[config.mk]
export PLATFORM = sky130hd
export DESIGN_NAME = debug_uart_tx
export DESIGN_NICKNAME = d
export VERILOG_FILES = /design/src/rtl/debug_pkg.sv /design/src/rtl/uart_tx_byte.sv /design/src/rtl/debug_uart_tx.sv
export SDC_FILE = /design/constraint.sdc
export NUM_CORES = 1
export LEC_CHECK = 0
export BUFFER_PORTS_ARGS = -buffer_cell sky130_fd_sc_hd__buf_2
export CAP_MARGIN = 0
export CORE_ASPECT_RATIO = 2
export CORE_MARGIN = 4
export CORE_UTILIZATION = 52
export DETAILED_ROUTE_END_ITERATION = 7
export PLACE_DENSITY_LB_ADDON = 0.12
export SLEW_MARGIN = 20
export SYNTH_ARGS = -nofsm -noshare
export SYNTH_HDL_FRONTEND = slang
export SYNTH_SLANG_ARGS = --single-unit
[constraint.sdc]
create_clock -name clk -period 2.5 [get_ports clk]
set_clock_uncertainty 0.15 [all_clocks]
set_input_delay 0.5 -clock clk [delete_from_list [all_inputs] [get_ports clk]]
set_output_delay 0.5 -clock clk [all_outputs]
set_load 0.1 [all_outputs]
[src/rtl/debug_pkg.sv]
// Shared types and defaults for the debug UART frame transmitter.
package debug_pkg;

   typedef enum logic [1:0] {
      IDLE,
      START,
      DATA,
      STOP
   } state_e;

   localparam int         FRAME_BYTES      = 9;
   localparam logic [7:0] DEF_SYNC_BYTE    = 8'hA5;
   localparam int         DEF_CLKS_PER_BIT = 434;

   function automatic logic [7:0] xor_bytes(input logic [6:0][7:0] b);
      logic [7:0] acc;
      acc = '0;
      for (int i = 0; i < 7; i++) begin
         acc = acc ^ b[i];
      end
      return acc;
   endfunction

endpackage

[src/rtl/uart_tx_byte.sv]
// Single-byte 8N1 serializer; done_o marks the last stop-bit cycle so a
// new load on that cycle chains the next byte without an idle gap.
module uart_tx_byte
   import debug_pkg::*;
#(
   parameter int CLKS_PER_BIT = DEF_CLKS_PER_BIT
) (
   input  logic       clk,
   input  logic       nreset,
   input  logic       load_i,
   input  logic [7:0] data_i,
   output logic       tx_o,
   output logic       busy_o,
   output logic       done_o
);

   localparam int            CW   = $clog2(CLKS_PER_BIT);
   localparam logic [CW-1:0] LAST = CW'(CLKS_PER_BIT - 1);

   state_e        state_q, state_d;
   logic [CW-1:0] cnt_q, cnt_d;
   logic [2:0]    bit_q, bit_d;
   logic [7:0]    shift_q, shift_d;
   logic          tx_q, tx_d;
   logic          bit_end;

   assign bit_end = (cnt_q == LAST);

   always_comb begin
      state_d = state_q;
      cnt_d   = cnt_q;
      bit_d   = bit_q;
      shift_d = shift_q;
      tx_d    = tx_q;
      if (state_q != IDLE) begin
         cnt_d = bit_end ? '0 : cnt_q + CW'(1);
      end
      unique case (state_q)
         IDLE: begin
            tx_d = 1'b1;
            if (load_i) begin
               state_d = START;
               shift_d = data_i;
               tx_d    = 1'b0;
            end
         end
         START: begin
            if (bit_end) begin
               state_d = DATA;
               bit_d   = '0;
               tx_d    = shift_q[0];
            end
         end
         DATA: begin
            if (bit_end) begin
               shift_d = {1'b0, shift_q[7:1]};
               if (bit_q == 3'd7) begin
                  state_d = STOP;
                  tx_d    = 1'b1;
               end else begin
                  bit_d = bit_q + 3'd1;
                  tx_d  = shift_q[1];
               end
            end
         end
         STOP: begin
            if (bit_end) begin
               if (load_i) begin
                  state_d = START;
                  shift_d = data_i;
                  bit_d   = '0;
                  tx_d    = 1'b0;
               end else begin
                  state_d = IDLE;
                  tx_d    = 1'b1;
               end
            end
         end
         default: begin
            state_d = IDLE;
            tx_d    = 1'b1;
         end
      endcase
   end

   always_ff @(posedge clk) begin
      if (!nreset) begin
         state_q <= IDLE;
         cnt_q   <= '0;
         bit_q   <= '0;
         shift_q <= '0;
         tx_q    <= 1'b1;
      end else begin
         state_q <= state_d;
         cnt_q   <= cnt_d;
         bit_q   <= bit_d;
         shift_q <= shift_d;
         tx_q    <= tx_d;
      end
   end

   assign tx_o   = tx_q;
   assign busy_o = (state_q != IDLE);
   assign done_o = (state_q == STOP) && bit_end;

endmodule

[src/rtl/debug_uart_tx.sv]
// Debug frame sender: sync byte, seven captured port bytes, XOR checksum.
module debug_uart_tx
   import debug_pkg::*;
#(
   parameter int         CLKS_PER_BIT = DEF_CLKS_PER_BIT,
   parameter logic [7:0] SYNC_BYTE    = DEF_SYNC_BYTE
) (
   input  logic       clk,
   input  logic       nreset,
   input  logic       start,
   input  logic [7:0] debug_port1,
   input  logic [7:0] debug_port2,
   input  logic [7:0] debug_port3,
   input  logic [7:0] debug_port4,
   input  logic [7:0] debug_port5,
   input  logic [7:0] debug_port6,
   input  logic [7:0] debug_port7,
   output logic       tx,
   output logic       busy,
   output logic       done
);

   localparam logic [3:0] LAST_BYTE = 4'(FRAME_BYTES - 1);

   logic [3:0]      byte_q, byte_d;
   logic [6:0][7:0] port_q, port_d;
   logic            busy_q, busy_d;
   logic            done_q, done_d;

   logic            ser_load;
   logic [7:0]      ser_data;
   logic            ser_tx;
   logic            ser_busy;
   logic            ser_done;
   logic [7:0][7:0] tail;

   // Bytes 1..8 of the frame; slot k feeds byte k+1 when byte k ends.
   assign tail = {xor_bytes(port_q), port_q};

   always_comb begin
      byte_d   = byte_q;
      port_d   = port_q;
      busy_d   = busy_q;
      done_d   = 1'b0;
      ser_load = 1'b0;
      ser_data = SYNC_BYTE;
      if (!busy_q) begin
         if (start && !ser_busy) begin
            ser_load = 1'b1;
            busy_d   = 1'b1;
            byte_d   = '0;
            port_d   = {debug_port7, debug_port6, debug_port5,
                        debug_port4, debug_port3, debug_port2,
                        debug_port1};
         end
      end else if (ser_done) begin
         if (byte_q == LAST_BYTE) begin
            busy_d = 1'b0;
            done_d = 1'b1;
            byte_d = '0;
         end else begin
            ser_load = 1'b1;
            ser_data = tail[byte_q[2:0]];
            byte_d   = byte_q + 4'd1;
         end
      end
   end

   always_ff @(posedge clk) begin
      if (!nreset) begin
         byte_q <= '0;
         port_q <= '0;
         busy_q <= 1'b0;
         done_q <= 1'b0;
      end else begin
         byte_q <= byte_d;
         port_q <= port_d;
         busy_q <= busy_d;
         done_q <= done_d;
      end
   end

   uart_tx_byte #(
      .CLKS_PER_BIT(CLKS_PER_BIT)
   ) u_ser (
      .clk   (clk),
      .nreset(nreset),
      .load_i(ser_load),
      .data_i(ser_data),
      .tx_o  (ser_tx),
      .busy_o(ser_busy),
      .done_o(ser_done)
   );

   assign tx   = ser_tx;
   assign busy = busy_q;
   assign done = done_q;

endmodule

==> flow_summary.yaml <==
outcome:
  status: "finished, final reports clean"
logic_synthesis:
  synth_seq_area_share: 0.396
  synth_cell_types: 41
  synthFlopType: "dfxtp_1"
  synth_fp_nets: 602
  async_flop_share: 0
  yosysWarningCount: 0
  netlist_area_sq_um: 4300
  synth_seq_cells: 85
  synthCells: 533
  syn_avg_cell_area_sq_um: 8.07
  synth_edf_count: 0
clock_network:
  cts_inserted_buffers: 9
  clk_latency_ns: 0.34
  cts_tree: "done"
  path_clk_slew_ns: 0.06
  cts_sinks: 85
  cts_root_buffer: "clkbuf_16"
  htree_levels: 3
  cts_buffer_depth: 2
  cts_hold_buf: 0
layout:
  layout_common_cells: "nand2_1, dfxtp_1, a21oi_1"
  drive_above_1_share: 0.188
  area_delta_synth_final_pct: 18.3
  antenna_cells: 0
  final_common_cell: "nand2_1"
  fin_nets: 656
worst_setup_path:
  cp-start-kind: "flop"
  startpoint: "u_ser.cnt_q[0]"
  timing.rr.start: "u_ser.cnt_q[0]"
  worst-endpoint-arrival_ns: 2.52
  end_kind: "flop"
  path_class: "reg -> reg"
  cp.required_ns: 2.63
  crit_fanout: 10
detailed_routing:
  dr.pass1.iters: 4
  drtAntennaViolNets: 0
  drtIter0Drc: 191
  drt_drc_violations_left: 0
  wl_per_cell_um: 14.6
  wl_um: 10100
  via_count: 3763
  via_per_inst: 5.47
timing:
  setup_viol: 0
  setup_tns_ns: 0
  setup_ws_ns: 0.111
  relSlewSlack: 0.618
  rsz0062_at_grt: "true"
  fin_crit_ns: 2.39
  hold_violations: 0
  fin_crit_sh: 0.955
  fmax_mhz: 419
  drv_slew: 0
  worst_pin_slew_ns: 0.573
global_routing:
  overflow: 0
  grt_usage: 0.214
  grt_pass1_vias: 3648
  grt_pass1_wl_um: 16800
  antenna_found_initial: 0
  grt_max_degree: 59
die:
  rows: 46
  fp.dieW_um: 72.3
  die-area_sq_um: 9870
  die_height_um: 137
  ios: 62
  core-area_sq_um: 8000
  initial_core_util: 0.537
placed_design:
  place.gp.congestion: 0.876
  io_buffer_count: 61
  hpwlAfterDp_um: 7260
  pre_cts_slack_ns: 0.108
pwr:
  leakage_nw: 1.93
  p_total_mw: 4.70
  vdd.ir_drop.worst_uv: 599
  powerDensity_nw_per_um2: 923
flow_run:
  cap_violations: 0
hold_path:
  hold_start: "debug_port2[0]"
  hp-class: "in -> reg"
final timing paths:
path | to | slack (ns) | depth (start not counted)
hold / removal | port_q[8] | 0.24 | 3
hold reg to reg | u_ser.shift_q[6] | 0.32 | 2
setup reg to reg | u_ser.shift_q[0] | 0.11 | 7
setup / recovery | u_ser.shift_q[0] | 0.11 | 7
timing repair:
| action | in CTS | in global routing |
|---|---|---|
| buffers inserted | 0 | 1 |
| gates resized for setup | 0 | 5 |
| setup endpoints to repair | 0 | 2 |
Yosys cell counts (3+ instances only):
library cell	instances	share of area
ha_1	10	0.029
mux2i_1	9	0.021
nor2b_1	4	0.0058
nand2_1	139	0.12
and3_1	3	0.0044
a21oi_1	66	0.077
buf_1	5	0.0044
o211ai_1	5	0.0087
nand2b_1	4	0.0058
nor3_1	4	0.0047
xor2_1	13	0.026
xnor2_1	34	0.069
nand3_1	18	0.021
dfxtp_1	85	0.40
nand4_1	5	0.0073
mux4_2	8	0.042
clkbuf_1	21	0.018
buf_2	5	0.0058
inv_1	5	0.0044
or3_1	5	0.0073
a31oi_1	8	0.012
mux2_2	5	0.013
o22ai_1	6	0.0087
o21ai_0	14	0.016
nand3b_1	3	0.0052
nor2_1	29	0.025
flip-flops by register name, indices dropped and copies added, names as in the netlist, 2 cells and up:
| name | cells |
|---|---|
| u_ser.cnt_q | 9 |
| u_ser.bit_q | 3 |
| port_q | 56 |
| byte_q | 4 |
| u_ser.state_q | 2 |
| u_ser.shift_q | 8 |
worst max-delay path, cell delays in order (launching register included):
cell and delay (ns):
dfxtp_1 0.39, ha_1 0.17, nand4b_1 0.15, nor4_4 0.39
a31oi_2 0.22, a211o_4 0.43, or3_1 0.31, o21ai_1 0.12
per-layer routing:
layer	GRT usage	up-vias	wire length, um
li1	-	1920	-
met1	0.245	1759	4120
met2	0.386	70	5370
met3	0.0309	14	362
met4	0.0900	0	210
met5	0	-	0
per-stage QoR:
| stage | instances | hold slack [ns] | util | area, sq um |
|---|---|---|---|---|
| 6_report | 688 | 0.243 | 0.636 | 5090 |
| 5_1_grt | 688 | 0.245 | 0.636 | 5090 |
| 4_1_cts | 687 | 0.236 | 0.632 | 5050 |
| 3_5_place_dp | 671 | 0.310 | 0.589 | 4710 |
| 3_3_place_gp | 671 | 0.296 | 0.589 | 4710 |
| 2_1_floorplan | 533 | 0.287 | - | 4300 |
layout make-up:
type	instances	area, sq um
Clock buffer	12	246
Clock inverter	4	95.1
Fill cell	733	2910
Inverter	8	31.3
Multi-Input combinational cell	409	2470
Sequential cell	85	1700
Tap cell	96	120
Timing Repair Buffer	74	415
report_power, final:
group	switching, mW	internal (mW)	total, mW	leakage, nW
logic	0.824	0.599	1.42	1.07
registers	0.188	1.57	1.75	0.694
clock network	0.518	1.00	1.52	0.167
kinds of logic after synthesis:
kind of cell    synth area share
simple gates               0.225
xor+xnor                  0.0958
fa+ha+maj                 0.0291
flops                      0.396
mux                       0.0760
compound gates             0.143
buf+inv                   0.0355
Power figures use the tool's default switching activity.
